===== src/rtl/mc_ctrl_fsm.sv =====
// mc_ctrl_fsm: multi-cycle control sequencer for the MIPS datapath.
// It walks each instruction through FETCH -> DECODE -> EXEC -> (MEM) -> (WB).
// It drives every datapath mux select and strobe, plus the PC write enable.
//
// Ports:
//   cpu_clk, reset       clock (rising edge), asynchronous active-high reset
//   inst[31:0]           instruction from Inst_Mem, captured in FETCH
//   zero                 ALU zero flag (branch resolution lives in the datapath)
//   overflow             ALU overflow flag, examined in WB for add/sub/addi
//   mem_ready            data-memory completion, examined only in MEM
//   pc_we                PC enable, one pulse per retired instruction
//   signOrZero, regJal, ALUSrc1, ALUSrc2, RegDst, Mem2Reg, ALUControl[2:0],
//   PCSrc[1:0]           selects, latched in DECODE and held until next FETCH
//   RegWrite, MemWrite, MemRead, BranchEq, BranchNeq   datapath strobes
//   trap, trap_cause[1:0] sticky halt flag and its cause (01 illegal,
//                        10 overflow, 11 bus error)
//   retired[CNT_W-1:0]   retired-instruction count (wraps)
//   dbg_state[2:0]       current FSM state: 0 FETCH, 1 DECODE, 2 EXEC,
//                        3 MEM, 4 WB, 5 TRAP
//
// Memory handshake: while in MEM the controller holds MemRead (lw) or
// MemWrite (sw) high. The access completes in the first MEM cycle in which
// mem_ready is sampled high. mem_ready is ignored in every other state.
// After MEM_TIMEOUT consecutive MEM cycles without mem_ready, the bus-error
// trap is taken.
module mc_ctrl_fsm #(
   parameter int MEM_TIMEOUT = 16,
   parameter int CNT_W       = 32
) (
   input  logic             cpu_clk,
   input  logic             reset,
   input  logic [31:0]      inst,
   input  logic             zero,
   input  logic             overflow,
   input  logic             mem_ready,
   output logic             pc_we,
   output logic             signOrZero,
   output logic             regJal,
   output logic             ALUSrc1,
   output logic             ALUSrc2,
   output logic             RegDst,
   output logic             Mem2Reg,
   output logic             RegWrite,
   output logic             MemWrite,
   output logic             MemRead,
   output logic             BranchEq,
   output logic             BranchNeq,
   output logic [2:0]       ALUControl,
   output logic [1:0]       PCSrc,
   output logic             trap,
   output logic [1:0]       trap_cause,
   output logic [CNT_W-1:0] retired,
   output logic [2:0]       dbg_state
);

   typedef enum logic [2:0] {
      S_FETCH = 3'd0, S_DECODE = 3'd1, S_EXEC = 3'd2,
      S_MEM = 3'd3, S_WB = 3'd4, S_TRAP = 3'd5
   } state_t;

   typedef enum logic [2:0] {
      K_ALU, K_LW, K_SW, K_BEQ, K_BNE, K_J, K_JR, K_JAL
   } kind_t;

   typedef struct packed {
      logic       soz;
      logic       rjal;
      logic       src1;
      logic       src2;
      logic       rdst;
      logic       m2r;
      logic [2:0] aluc;
      logic [1:0] pcsrc;
   } sel_t;

   localparam int TW = $clog2(MEM_TIMEOUT + 1);
   localparam logic [TW-1:0] TMO_LAST = TW'(MEM_TIMEOUT - 1);

   state_t           state_q, state_d;
   kind_t            kind_q, kind_d, dec_kind;
   sel_t             sel_q, sel_d, dec_sel;
   logic [5:0]       op_q, op_d, fn_q, fn_d;
   logic             ovf_chk_q, ovf_chk_d, dec_ovf, dec_legal;
   logic [1:0]       cause_q, cause_d;
   logic [TW-1:0]    tmo_q, tmo_d;
   logic [CNT_W-1:0] retired_q, retired_d;

   // The zero flag and the register/immediate fields are used by the
   // datapath, not by this controller.
   logic unused_inputs;
   assign unused_inputs = ^{zero, inst[25:6]};

   // Instruction decode from the captured opcode/funct.
   always_comb begin
      dec_sel   = '0;
      dec_kind  = K_ALU;
      dec_ovf   = 1'b0;
      dec_legal = 1'b1;
      case (op_q)
         6'h00: begin
            dec_sel.rdst = 1'b1;
            case (fn_q)
               6'h20: begin dec_sel.aluc = 3'b010; dec_ovf = 1'b1; end
               6'h22: begin dec_sel.aluc = 3'b110; dec_ovf = 1'b1; end
               6'h24: dec_sel.aluc = 3'b000;
               6'h25: dec_sel.aluc = 3'b001;
               6'h27: dec_sel.aluc = 3'b100;
               6'h2A: dec_sel.aluc = 3'b111;
               6'h00: begin dec_sel.aluc = 3'b011; dec_sel.src1 = 1'b1; end
               6'h02: begin dec_sel.aluc = 3'b101; dec_sel.src1 = 1'b1; end
               6'h08: begin
                  dec_sel.rdst  = 1'b0;
                  dec_sel.pcsrc = 2'b11;
                  dec_kind      = K_JR;
               end
               default: dec_legal = 1'b0;
            endcase
         end
         6'h23: begin
            dec_sel.src2 = 1'b1; dec_sel.aluc = 3'b010;
            dec_sel.m2r  = 1'b1; dec_kind = K_LW;
         end
         6'h2B: begin dec_sel.src2 = 1'b1; dec_sel.aluc = 3'b010; dec_kind = K_SW; end
         6'h04: begin dec_sel.aluc = 3'b110; dec_kind = K_BEQ; end
         6'h05: begin dec_sel.aluc = 3'b110; dec_kind = K_BNE; end
         6'h02: begin dec_sel.pcsrc = 2'b10; dec_kind = K_J; end
         6'h03: begin dec_sel.pcsrc = 2'b10; dec_sel.rjal = 1'b1; dec_kind = K_JAL; end
         6'h08: begin dec_sel.src2 = 1'b1; dec_sel.aluc = 3'b010; dec_ovf = 1'b1; end
         6'h0C: begin dec_sel.src2 = 1'b1; dec_sel.soz = 1'b1; dec_sel.aluc = 3'b000; end
         6'h0D: begin dec_sel.src2 = 1'b1; dec_sel.soz = 1'b1; dec_sel.aluc = 3'b001; end
         6'h0A: begin dec_sel.src2 = 1'b1; dec_sel.aluc = 3'b111; end
         default: dec_legal = 1'b0;
      endcase
   end

   // Next-state and strobe logic.
   always_comb begin
      state_d   = state_q;
      kind_d    = kind_q;
      sel_d     = sel_q;
      op_d      = op_q;
      fn_d      = fn_q;
      ovf_chk_d = ovf_chk_q;
      cause_d   = cause_q;
      tmo_d     = '0;
      pc_we     = 1'b0;
      RegWrite  = 1'b0;
      MemWrite  = 1'b0;
      MemRead   = 1'b0;
      BranchEq  = 1'b0;
      BranchNeq = 1'b0;
      case (state_q)
         S_FETCH: begin
            op_d    = inst[31:26];
            fn_d    = inst[5:0];
            state_d = S_DECODE;
         end
         S_DECODE: begin
            if (!dec_legal) begin
               state_d = S_TRAP;
               cause_d = 2'b01;
            end else begin
               sel_d     = dec_sel;
               kind_d    = dec_kind;
               ovf_chk_d = dec_ovf;
               state_d   = S_EXEC;
            end
         end
         S_EXEC: begin
            case (kind_q)
               K_ALU: state_d = S_WB;
               K_LW, K_SW: state_d = S_MEM;
               K_BEQ: begin BranchEq = 1'b1; pc_we = 1'b1; state_d = S_FETCH; end
               K_BNE: begin BranchNeq = 1'b1; pc_we = 1'b1; state_d = S_FETCH; end
               K_JAL: begin RegWrite = 1'b1; pc_we = 1'b1; state_d = S_FETCH; end
               default: begin pc_we = 1'b1; state_d = S_FETCH; end
            endcase
         end
         S_MEM: begin
            MemRead  = (kind_q == K_LW);
            MemWrite = (kind_q == K_SW);
            if (mem_ready) begin
               if (kind_q == K_LW) begin
                  state_d = S_WB;
               end else begin
                  pc_we   = 1'b1;
                  state_d = S_FETCH;
               end
            end else if (tmo_q == TMO_LAST) begin
               state_d = S_TRAP;
               cause_d = 2'b11;
            end else begin
               tmo_d = tmo_q + TW'(1);
            end
         end
         S_WB: begin
            if (ovf_chk_q && overflow) begin
               state_d = S_TRAP;
               cause_d = 2'b10;
            end else begin
               RegWrite = 1'b1;
               pc_we    = 1'b1;
               state_d  = S_FETCH;
            end
         end
         S_TRAP: ;
         default: state_d = S_FETCH;
      endcase
      // Selects only describe the instruction in flight; drop them between
      // instructions and once halted.
      if (state_d == S_FETCH || state_d == S_TRAP) sel_d = '0;
   end

   always_comb begin
      retired_d = retired_q;
      if (pc_we) retired_d = retired_q + CNT_W'(1);
   end

   always_ff @(posedge cpu_clk or posedge reset) begin
      if (reset) begin
         state_q   <= S_FETCH;
         kind_q    <= K_ALU;
         sel_q     <= '0;
         op_q      <= '0;
         fn_q      <= '0;
         ovf_chk_q <= 1'b0;
         cause_q   <= 2'b00;
         tmo_q     <= '0;
         retired_q <= '0;
      end else begin
         state_q   <= state_d;
         kind_q    <= kind_d;
         sel_q     <= sel_d;
         op_q      <= op_d;
         fn_q      <= fn_d;
         ovf_chk_q <= ovf_chk_d;
         cause_q   <= cause_d;
         tmo_q     <= tmo_d;
         retired_q <= retired_d;
      end
   end

   assign signOrZero = sel_q.soz;
   assign regJal     = sel_q.rjal;
   assign ALUSrc1    = sel_q.src1;
   assign ALUSrc2    = sel_q.src2;
   assign RegDst     = sel_q.rdst;
   assign Mem2Reg    = sel_q.m2r;
   assign ALUControl = sel_q.aluc;
   assign PCSrc      = sel_q.pcsrc;
   assign trap       = (state_q == S_TRAP);
   assign trap_cause = cause_q;
   assign retired    = retired_q;
   assign dbg_state  = state_q;

endmodule


===== config.mk =====
export PLATFORM = sky130hd
export DESIGN_NAME = mc_ctrl_fsm
export DESIGN_NICKNAME = d
export VERILOG_FILES = /design/src/rtl/mc_ctrl_fsm.sv
export SDC_FILE = /design/constraint.sdc
export NUM_CORES = 1
export LEC_CHECK = 0
export CAP_MARGIN = 20
export CORE_MARGIN = 4
export CORE_UTILIZATION = 45
export DETAILED_ROUTE_END_ITERATION = 8
export MAX_ROUTING_LAYER = met4
export PLACE_DENSITY = 0.75
export RECOVER_POWER = 100
export SLEW_MARGIN = 20
export SYNTH_ARGS = -nofsm -noshare
export SYNTH_HDL_FRONTEND = slang
export SYNTH_SLANG_ARGS = --single-unit

===== constraint.sdc =====
create_clock -name cpu_clk -period 2.6 [get_ports cpu_clk]
set_clock_uncertainty 0.05 [all_clocks]
set_input_delay 0.52 -clock cpu_clk [delete_from_list [all_inputs] [get_ports cpu_clk]]
set_output_delay 0.52 -clock cpu_clk [all_outputs]
set_load 0.02 [all_outputs]

# Yosys cells after proc, flatten, opt, wreduce, memory -nomap -nowiden
# Cells that the tools add are included.
# totals
inputBits	37
out_inout_bits	55
wordCells	125
ff_bits	69
# classes
n_reduce_logical	24
muxes	49
addsub	2
n_eq_ne	34
# op_table
op	count
6-bit == test (second input constant)	8
3-bit case mux with 7 select lines	2
11-bit 2-to-1 mux	3
32-bit by 1-bit adder with 32-bit output (second input constant)	1
6-bit by 4-bit == test with 1-bit output (second input constant)	5
1-bit 2-to-1 mux	21
6-bit by 2-bit == test with 1-bit output (second input constant)	3
3-bit 2-to-1 mux	6
3-bit case mux with 6 select lines	1
3-bit == test (second input constant)	5
5-bit 2-to-1 mux	3
3-bit case mux with 5 select lines	1
3-bit by 2-bit == test with 1-bit output (second input constant)	4
6-bit by 3-bit == test with 1-bit output (second input constant)	2
6-bit logical NOT	2
2-bit OR reduction	6
2-bit 2-to-1 mux	5
10-bit OR reduction	1
3-bit logical NOT	3
9-bit OR reduction	1
2-bit != test (second input constant)	4
3-bit by 1-bit == test with 1-bit output (second input constant)	2
1-bit case mux with 2 select lines	3
2-bit case mux with 3 select lines	1
other kinds (13)	16

# Logic depth before layout (Yosys ltp)
# Gate-level depths: netlist (run 1).
# depth
ltp_word	10
mapped_depth	7
ltp_nobuf	6

# Worst setup path before layout (run 1)
# Ideal clock, no wire load.
# synth_timing
path_kind	reg-to-reg
from	register op_q[1]
to	register kind_q[0]
path_buffers	1
required_ns	2.423
synth_period_minus_slack_ns	2.335
stages_incl_launch_ff	7
path_slack_ns	0.265
setup_time_ns	0.127
arrival_ns	2.158
path_cell_list	dfrtp_1 > buf_6 > or4_4 > or4_4 > a211o_4 > nand2_4 > mux2_1
# synth_between
elab_chain_cells	4
word_cells_on_any_way	15
classes_between	10 x eq/ne; 2 x mux; 3 x reduce/logical
# synth_lines
item	line_no	source
from (decl)	82	logic [5:0] op_q, op_d, fn_q, fn_d;
from (signal assigned)	234	op_q <= op_d;
6-bit by 4-bit == test with 1-bit output, or another cell as far along	99	case (op_q)
10-bit OR reduction (no line)	--	
1-bit case mux with 2 select lines	99	
2-bit AND reduction (no line)	--	
to (signal assigned)	232	kind_q <= kind_d;
to (decl)	80	kind_t kind_q, kind_d, dec_kind;
# Parallel ways exist; a longest one is shown, timed or not.
# A chain may end at the register's enable or synchronous reset.

# Worst setup path in the final report (run 1)
# layout_timing
from	register state_q[2], in the netlist dbg_state[2]
to	output pc_we
# layout_between
elab_chain_cells	2
word_cells_on_any_way	4
classes_between	3 x eq/ne; 1 x mux
# layout_lines
item	line_no	source
from (decl)	79	state_t state_q, state_d;
from (signal assigned)	231	state_q <= state_d;
3-bit == test / 3-bit by 2-bit == test with 1-bit output (equally long branches)	152	case (state_q)
1-bit case mux with 3 select lines (*)	152	
to (decl)	36	output logic pc_we,
# Mark *: on every way between the ends. The rest lies on a longest branch, timed or not.

==> results of run 1 <==
==> state kept, by name, summed over array words and instances, names as in the netlist, 2 cells and up <==
| signal | flops |
|---|---|
| op_q | 6 |
| kind_q | 3 |
| fn_q | 6 |
| ALUControl | 3 |
| retired | 32 |
| tmo_q | 5 |
| trap_cause | 2 |
| dbg_state | 3 |
| PCSrc | 2 |
==> worst paths after layout <==
kind                       cells after the start    startpoint  slack [ps]           end
setup / recovery                               4  dbg_state[2]          60         pc_we
hold / removal                                 1   retired[31]         430   retired[31]
setup reg to reg                               7  dbg_state[2]         130    retired[9]
hold reg to reg                                1   retired[31]         430   retired[31]
max in group asynchronous                      3         reset         650  dbg_state[2]
min in group asynchronous                      2         reset         620   retired[17]
==> metrics by stage <==
stage | instance area [µm²] | hold slack (ps) | total power (W) | setup WS [ps] | std cells
2_1_floorplan | 3543 | 381.5 | 0.002769 | 264.8 | 351
3_3_place_gp | 4458 | 400.4 | 0.003387 | -152.5 | 526
3_5_place_dp | 4458 | 416.1 | 0.003404 | -158.2 | 526
4_1_cts | 4646 | 405.5 | 0.004251 | 43.63 | 542
5_1_grt | 4579 | 459.7 | 0.004431 | 13.54 | 542
6_report | 4579 | 428.8 | 0.004146 | 61.84 | 542
==> placed cells by master (no fill, tap or decap), drive strengths merged, types with 6 or more instances in the layout <==
| master | count |
|---|---|
| a21oi | 13 |
| a22o | 6 |
| and3 | 8 |
| buf | 14 |
| clkbuf | 17 |
| clkdlybuf4s50 | 16 |
| dfrtp | 69 |
| dlygate4sd3 | 49 |
| inv | 9 |
| mux2 | 13 |
| nand2 | 31 |
| nand2b | 7 |
| nand3 | 19 |
| nand4 | 9 |
| nor2 | 29 |
| nor3 | 11 |
| o21ai | 11 |
| xnor2 | 25 |
| xor2 | 11 |
==> worst register-to-register path, delay by kind of cell (launching register included) <==
| kind | cells | cell delay, ps |
|---|---|---|
| buf+inv | 2 | 550 |
| xor+xnor | 1 | 160 |
| flops | 1 | 440 |
| compound gates | 2 | 460 |
| simple gates | 2 | 700 |
==> layout make-up <==
| class | instances | area (µm²) | area share |
|---|---|---|---|
| clock inverters | 7 | 66.31 | 0.01448 |
| inverters | 9 | 33.78 | 0.007377 |
| well taps | 102 | 127.6 | 0.02787 |
| repair buffers | 91 | 824.5 | 0.1801 |
| multi-input cells | 255 | 1675 | 0.3658 |
| clock buffers | 9 | 123.9 | 0.02705 |
| flip-flops and latches | 69 | 1728 | 0.3773 |
==> power by group through the flow <==
stage               logic [W]  clock network, W  registers (W)
floorplan             0.00124                 0        0.00152
global placement      0.00183                 0        0.00155
detailed placement    0.00184                 0        0.00156
CTS                   0.00185          0.000863        0.00154
global route          0.00193          0.000914        0.00158
finish                0.00176          0.000845        0.00154
==> logic make-up (layout without fill, tap and decap cells) <==
family,Yosys count,after routing,share of synthesized area
multiplexers,13,13,0.04131
buffers and inverters,27,116,0.03460
AO/OA/AOI/OAI,63,63,0.1314
AND/OR/NAND/NOR,141,141,0.2094
flip-flops,69,69,0.4873
XOR/XNOR,36,36,0.08898
adder cells (fa/ha/maj),2,2,0.007061
==> timing repair <==
action                                  CTS  global route
endpoints found under the setup margin    5             3
setup buffers                             0             0
hold buffers                              0             0
gates resized for setup                   5             2
==> layer usage <==
layer,part of all wire,track usage,vias up
met5,0,-,-
li1,-,-,1427
met3,0.057,0.05263,11
met4,0.0097,0.05292,0
met1,0.47,0.2617,1463
met2,0.47,0.2845,89
==> metrics.yaml, run 1 <==
power:
  p_clk_frac: 0.204
  p_sw_frac: 0.3972
  p_seq_frac: 0.372
  vdd_drop_max_mv: 0.3752
  power_leakage_nw: 1.982
  p_int_w: 0.002499
  power_density_nw_per_um2: 905.3
  p_comb_frac: 0.424
  switchingPower_w: 0.001647
setup_path:
  cp.arrival_ps: 1970
  crit_chain: "or3b_2 -> a2bb2oi_1 -> nand2_1 -> dlygate4sd2_1"
  cp.required_ps: 2030
  cp_max_fo: 6
  crit_type: "flip-flop to primary output"
  slowest_delay_ps: 510
  worst_path_max_delay_cell: "or3b_2"
  critPathLaunchType: "flip-flop"
  end_kind: "primary output"
  cp_top_family: "simple AND/OR/NAND/NOR gates"
  crit_buf_inv: 1
floorplan:
  io_pins: 92
  fp-row-count: 32
  coreArea_um2: 7687
  die_h_um: 96.74
  initial_core_util: 0.4609
  dieArea_um2: 9358
  die_w_um: 96.74
yosys:
  synth_cell_type_count: 55
  synth_common_cells: "dfrtp_1, nand2_1, nor2_1, xnor2_1, nand3_1"
  synthFlopType: "dfrtp_1"
  synth_edf_count: 0
  syn-cell-area_um2: 3543
  synth_top_area_share: 0.4873
  synth_area_leaders: "dfrtp_1, xnor2_1, mux2_2"
  async_reset_ff_frac: 1.000
  syn-num-nets: 390
  syn_inst: 351
  ys_seq_elements: 69
  syn_avg_cell_area_um2: 10.10
  yosysTopAreaCell: "dfrtp_1"
  seq_area_frac_synth: 0.4873
  synthMostInstantiatedCell: "dfrtp_1"
  yosys_warnings: 0
drt:
  routed_wl_um: 8311
  via_per_inst: 5.517
  num_vias: 2990
  drt-pass1-iter-count: 6
  ant_nets: 0
  wl_per_cell_um: 15.33
  post-route-drc-count: 0
  drtIter0Drc: 154
layout:
  drive_gt1_frac: 0.1114
  antenna_cells: 0
  synthToLayoutAreaGrowth_pct: 29.24
  finalNetCount: 474
  fillers: 691
  postLayoutCoreUtil: 0.5957
clocking:
  clk_path_buf_depth: 2
  numCtsBuffers: 9
  htreeDepth: 3
  clock_latency_ps: 350
  cts_root_buf: "clkbuf_8"
  cts_sinks: 69
  clkTransAtPathRegs_ps: 80
  cts_tree: "yes"
sta:
  final-hold-violation-count: 0
  slew_headroom: 0.5018
  period_share: 0.9762
  drv_slew: 0
  setup_viol: 0
  finalSetupTns_ps: 0
  worst_pin_slew_ps: 747.3
  final.min_clock_period_ps: 2538
  grt_setup_unrepaired: "no"
  fmax_mhz: 394.0
place:
  dp_hpwl_um: 6212
  io_buffers: 70
  gp_congestion: 0.8807
global_routing:
  grtUsageTotal: 0.1922
  grt_pass1_wl_um: 14550
  antenna_found_initial: 0
  grt_overflow: 0
  grt_pass1_vias: 2963
  grt_max_degree: 54
outcome:
  status: "complete, no violations"
flow_run:
  cap_violations: 0
hold_path:
  hp-class: "flip-flop to flip-flop"
Power figures use the tool's default switching activity.
==> run 2: changes to the inputs <==
- SLEW_MARGIN: 20 -> 5
==> results of run 2 <==
Same layout as run 1: the final DEF is identical, and so are final timing and power.
